`config.mk`:
```
export PLATFORM = sky130hd
export DESIGN_NAME = regs_alu_seq
export DESIGN_NICKNAME = d
export VERILOG_FILES = /design/src/rtl/regs_seq_pkg.sv /design/src/rtl/regs_seq_alu.sv /design/src/rtl/regs_alu_seq.sv
export SDC_FILE = /design/constraint.sdc
export NUM_CORES = 1
export LEC_CHECK = 0
export ABC_CLOCK_PERIOD_IN_PS = 3410
export BUFFER_PORTS_ARGS = -buffer_cell sky130_fd_sc_hd__buf_4
export CAP_MARGIN = 20
export CORE_ASPECT_RATIO = 0.9
export CORE_MARGIN = 2
export CORE_UTILIZATION = 45
export CTS_BUF_LIST = sky130_fd_sc_hd__clkbuf_4
export DETAILED_ROUTE_END_ITERATION = 7
export PLACE_DENSITY = 0.78
export SLEW_MARGIN = 10
export SYNTH_ARGS = -nofsm -noshare
export SYNTH_HDL_FRONTEND = slang
export SYNTH_HIERARCHICAL = 1
export SYNTH_SLANG_ARGS = --single-unit
```
`constraint.sdc`:
```
create_clock -name i_clk -period 3.41 [get_ports i_clk]
set_input_delay 0.341 -clock i_clk [delete_from_list [all_inputs] [get_ports i_clk]]
set_output_delay 0.341 -clock i_clk [all_outputs]
set_load 0.05 [all_outputs]
```
`src/rtl/regs_seq_pkg.sv`:
```
// regs_seq_pkg: opcodes and FSM state encoding shared by the regs_alu_seq sequencer and its ALU.
`default_nettype none

package regs_seq_pkg;

  typedef enum logic [2:0] {
    OP_ADD  = 3'd0,
    OP_SUB  = 3'd1,
    OP_AND  = 3'd2,
    OP_OR   = 3'd3,
    OP_XOR  = 3'd4,
    OP_SLL  = 3'd5,
    OP_SRL  = 3'd6,
    OP_PASS = 3'd7
  } op_e;

  typedef enum logic [1:0] {
    ST_IDLE = 2'd0,
    ST_RD   = 2'd1,
    ST_EX   = 2'd2,
    ST_WB   = 2'd3
  } state_e;

endpackage

`default_nettype wire

```
`src/rtl/regs_seq_alu.sv`:
```
// regs_seq_alu: combinational M-bit ALU. Carry output exists only when REGS_SEQ_FLAGS_EN is defined.
`default_nettype none

module regs_seq_alu
  import regs_seq_pkg::*;
#(
  parameter int M = 32
) (
  input  op_e          op,
  input  logic [M-1:0] a,
  input  logic [M-1:0] b,
`ifdef REGS_SEQ_FLAGS_EN
  output logic         carry,
`endif
  output logic [M-1:0] result
);

  always_comb begin
    result = '0;
    case (op)
      OP_ADD:  result = a + b;
      OP_SUB:  result = a - b;
      OP_AND:  result = a & b;
      OP_OR:   result = a | b;
      OP_XOR:  result = a ^ b;
      OP_SLL:  result = {a[M-2:0], 1'b0};
      OP_SRL:  result = {1'b0, a[M-1:1]};
      OP_PASS: result = a;
      default: result = '0;
    endcase
  end

`ifdef REGS_SEQ_FLAGS_EN
  logic [M:0] sum_wide;
  assign sum_wide = {1'b0, a} + {1'b0, b};

  // SUB reports borrow; shifts report the bit shifted out.
  always_comb begin
    carry = 1'b0;
    case (op)
      OP_ADD:  carry = sum_wide[M];
      OP_SUB:  carry = (a < b);
      OP_SLL:  carry = a[M-1];
      OP_SRL:  carry = a[0];
      default: carry = 1'b0;
    endcase
  end
`endif

endmodule

`default_nettype wire

```
`src/rtl/regs_alu_seq.sv`:
```
// regs_alu_seq: sequences one ALU op through a 2R/1W registered regfile (read, execute, write back).
// Optional REGS_SEQ_FLAGS_EN adds registered o_zero / o_carry outputs.
`default_nettype none

module regs_alu_seq
  import regs_seq_pkg::*;
#(
  parameter int N          = 32,
  parameter int M          = 32,
  parameter int ADDR_WIDTH = 5
) (
  input  logic                  i_clk,
  input  logic                  i_rsn,
  input  logic                  i_valid,
  output logic                  o_ready,
  input  logic [2:0]            i_op,
  input  logic [ADDR_WIDTH-1:0] i_rd,
  input  logic [ADDR_WIDTH-1:0] i_rs0,
  input  logic [ADDR_WIDTH-1:0] i_rs1,
  output logic [ADDR_WIDTH-1:0] o_reg0,
  output logic [ADDR_WIDTH-1:0] o_reg1,
  input  logic [M-1:0]          i_data0,
  input  logic [M-1:0]          i_data1,
  output logic [ADDR_WIDTH-1:0] o_reg2,
  output logic [M-1:0]          o_data2,
  output logic                  o_done,
`ifdef REGS_SEQ_FLAGS_EN
  output logic                  o_zero,
  output logic                  o_carry,
`endif
  output logic [M-1:0]          o_result
);

  state_e                state, state_next;
  op_e                   op_q;
  logic [ADDR_WIDTH-1:0] rd_q;
  logic                  accept;
  logic [M-1:0]          alu_result;
`ifdef REGS_SEQ_FLAGS_EN
  logic                  alu_carry;
`endif

  assign o_ready = (state == ST_IDLE) || (state == ST_WB);
  assign accept  = i_valid && o_ready;

  always_ff @(posedge i_clk) begin
    if (!i_rsn) begin
      state <= ST_IDLE;
    end else begin
      state <= state_next;
    end
  end

  always_comb begin
    state_next = state;
    case (state)
      ST_IDLE: state_next = accept ? ST_RD : ST_IDLE;
      ST_RD:   state_next = ST_EX;
      ST_EX:   state_next = ST_WB;
      ST_WB:   state_next = accept ? ST_RD : ST_IDLE;
      default: state_next = ST_IDLE;
    endcase
  end

  regs_seq_alu #(
    .M(M)
  ) u_alu (
    .op     (op_q),
    .a      (i_data0),
    .b      (i_data1),
`ifdef REGS_SEQ_FLAGS_EN
    .carry  (alu_carry),
`endif
    .result (alu_result)
  );

  // Write address is nonzero only during WB, so an abandoned op never writes.
  always_ff @(posedge i_clk) begin
    if (!i_rsn) begin
      op_q     <= OP_ADD;
      rd_q     <= '0;
      o_reg0   <= '0;
      o_reg1   <= '0;
      o_reg2   <= '0;
      o_data2  <= '0;
      o_done   <= 1'b0;
      o_result <= '0;
    end else begin
      o_reg2 <= '0;
      o_done <= 1'b0;
      if (accept) begin
        op_q   <= op_e'(i_op);
        rd_q   <= i_rd;
        o_reg0 <= i_rs0;
        o_reg1 <= i_rs1;
      end
      if (state == ST_EX) begin
        o_reg2   <= rd_q;
        o_data2  <= alu_result;
        o_result <= alu_result;
        o_done   <= 1'b1;
      end
    end
  end

`ifdef REGS_SEQ_FLAGS_EN
  always_ff @(posedge i_clk) begin
    if (!i_rsn) begin
      o_zero  <= 1'b0;
      o_carry <= 1'b0;
    end else if (state == ST_EX) begin
      o_zero  <= (alu_result == '0);
      o_carry <= alu_carry;
    end
  end
`endif

endmodule

`default_nettype wire

```
==> flow_summary.toml <==
[power]
power_frac_seq = 0.164
powerDensity_nw_per_um2 = 519
switching_share = 0.498
p_switching_mw = 2.68
p_leak_nw = 4.80
power.internal_mw = 2.71
p_clk_frac = 0.115
ir_worst_vdd_v = 0.000473
power_frac_comb = 0.722
total_power_mw = 5.38

[sta]
min_period_ns = 3.45
max_freq_ghz = 0.290
grt_setup_unrepaired = "yes"
setup_viol = 1
slew_headroom = 0.240
finalHoldViolations = 0
worstMarginPinSlew_ns = 1.14
finClkSkew_ns = 0.0191
worst_slack_ns = -0.0397
finalCritPeriodShare = 1.01
report.final.slew_viol_count = 0
tns_ns = -0.0397

[finish]
layout-drive-gt1-share = 0.329
syn_to_final_growth_pct = 35.2
mostFrequentLayoutCell = "buf_4"
register_area_um2 = 1170
antenna_cells = 0
num-fill-cells = 1481
multi_input_area_um2 = 5990
fin_nets = 1439
mostFrequentLayoutCells = "325 x buf_4, 95 x ha_1, 81 x nand2_1"
fin_cells = 1471

[critical_path]
r2r_cells = 17
critical_path.max_stage_delay_ns = 0.57
required_ns = 3.77
cp_max_fo = 5
critPathLaunchType = "input port"
end_kind = "flip-flop"
slowest_stage = "or4_4"
r2r-end = "o_result[17]"
rr_startpoint = "op_q[2]"
r2r_slack_ns = 0.14
cpMostUsedCell = "mux2i_1"
path_cells = "buf_6 -> or4_4 -> nor4b_4 -> nor2b_4 -> a41oi_1 -> xnor2_1 -> ha_2 -> a21o_1 -> a21oi_2 -> and3_1 -> nand3_1 -> a41oi_2 -> buf_4 -> mux2i_1 -> nand2_1 -> mux2i_1 -> nor2b_1"
path_buf_inv = 2
arrival_ns = 3.81
cpLargestDelayFamily = "simple AND/OR/NAND/NOR gates"
worst-setup-path-type = "in -> reg"

[synth]
synth_mux_area_frac = 0.105
synth-edff-count = 0
synth-simple-area-share = 0.198
yosysWarningCount = 6
postSynthAreaPerCell_um2 = 7.57
synth_fa_ha_area_frac = 0.163
synth_cells = 1013
synth-xor-area-share = 0.0537
synth_top_family_by_area = "compound AO/OA/AOI/OAI gates"
ys_seq_area_frac = 0.151
syn_nets = 1197
synthTopCellsByArea = "ha_1 16%, dfxtp_1 15%, mux2i_1 8.9%"
synth_cell_types = 70
synth-seq-cells = 58
syn-cell-area_um2 = 7670
synth_top_area_cell = "ha_1"
ys_async_sr_fraction = 0
synth_flop_cell = "dfxtp_1"
netlist.area_leader.share = 0.160
synth_compound_area_frac = 0.223

[hold_path]
hold_class = "in -> reg"
hold_depth = 3
hold_end = "o_reg0[0]"
hold_path.startpoint = "i_rs0[0]"

[status]
violations = "negative setup slack"
run_status = "finished with violations"

[floorplanning]
io_pins = 166
coreArea_um2 = 16800
initial_utilization = 0.457
rows = 45
die_area_um2 = 18100
die_w_um = 142
dieHeight_um = 128

[grt]
grt_pass1_vias = 7819
antenna_found_initial = 0
grt_pass1_wl_um = 39700
overflow = 0
globalRouteTotalUtil = 0.272
grt_max_degree = 78

[cts]
cts.sinks = 58
clock_path_buffers = 2
clkLatencyLatePin_ns = 0.44
cts_tree = "built"
clk_pin_slew_ns = 0.13
cts_root_buffer = "clkbuf_4"
htree_levels = 3
cts-buffers-inserted = 9

[routing]
vias_per_cell = 5.76
drtPass1Iterations = 6
ant_nets = 0
drc = 0
wl_um = 25600
drt_iter0_markers = 644
avgRoutedWirePerCell_um = 17.4
routed-via-count = 8480

[place]
place.gp.congestion = 0.950
dp_cells = 1444
place.port_buffers = 165
dp_hpwl_um = 19300

[flow_run]
maxCapViolCount = 0
-- what timing repair did --
| item | in CTS | in global routing |
|---|---|---|
| endpoints found under the setup margin | 7 | 18 |
| resized for setup | 4 | 54 |
| pin swaps | 0 | 31 |
| hold buffers | 0 | 0 |
| buffers inserted | 0 | 12 |
| hold endpoints to repair | 0 | 0 |
-- metal layers --
layer  wire length (um)  vias to the layer above  global-route usage
li1                   -                     4075                   -
met1              11700                     4006               0.388
met2              11400                      361               0.427
met3               2090                       38              0.0426
met4                440                        0              0.0735
met5                  0                        -                   0
-- per-stage QoR --
stage          hold slack (ns)  cell area [um2]   util  setup slack [ns]
5_1_grt                  0.125            10400  0.618            -0.171
2_1_floorplan            0.424             7750      -           -0.0496
4_1_cts                 0.0960            10000  0.599           0.00312
3_3_place_gp             0.434             9870  0.588            -0.403
6_report                 0.130            10400  0.618           -0.0397
3_5_place_dp             0.437             9870  0.588            -0.483
-- worst max path at each step --
stage,start,endpoint,cells after the start
2_1_floorplan,i_data1[12],o_result[22],16
3_3_place_gp,i_data1[12],o_result[22],16
3_5_place_dp,i_data1[12],o_result[27],17
4_1_cts,i_data1[12],o_result[27],17
5_1_grt,i_data1[9],o_result[27],17
6_report,i_data1[9],o_result[27],17
-- synthesized netlist by cell type, types with 13 or more instances --
cell      count
clkbuf_1     42
o21ai_0      50
buf_4        33
dfxtp_1      58
ha_1         98
nor2_1       45
o22ai_1      17
mux2i_1      68
nor2b_1      39
nand3_1      23
a21o_1       18
xnor2_1      39
nand4_1      31
nand2_1      83
nand2b_1     15
buf_2        13
inv_1        79
a21oi_1      65
o21ai_1      18
and3_1       13
-- power by group through the flow --
stage                     registers [mW]  clock network, mW  logic [mW]
after floorplan                     1.20                  0        2.14
after global placement             0.889                  0        3.61
after global routing               0.898              0.662        4.15
after detailed placement           0.894                  0        3.66
final                              0.882              0.617        3.88
after CTS                          0.881              0.638        3.68
-- cell type report --
| cell class | count | area share |
|---|---|---|
| Clock inverter | 7 | 0.00978 |
| Inverter | 79 | 0.0286 |
| Sequential cell | 58 | 0.113 |
| Tap cell | 211 | 0.0255 |
| Timing Repair Buffer | 328 | 0.239 |
| Clock buffer | 9 | 0.00652 |
| Multi-Input combinational cell | 779 | 0.578 |
-- flip-flops by register name (all words and copies together), names as in the netlist --
signal and cells:
o_reg2 5, rd_q 5, o_reg0 5, o_result 32, o_reg1 5, o_done 1, op_q 3, state 2
-- cell families (layout without fill, tap and decap cells) --
logic type | Yosys count | count (layout)
AOI/OAI and AO/OA | 266 | 266
xor gates and xnor gates | 47 | 47
adders and majority gates | 99 | 99
buffers and inverters | 176 | 423
DFF | 58 | 58
muxes | 74 | 74
and+or+nand+nor | 293 | 293
-- worst reg2reg max path: cells and delay by family (launching register included) --
family,cells,cell delay [ns]
AOI/OAI and AO/OA,5,0.96
buffers and inverters,3,0.44
and+or+nand+nor,6,0.88
muxes,1,0.11
xor gates and xnor gates,1,0.10
DFF,1,0.37
adders and majority gates,1,0.34
Power figures use the tool's default switching activity.
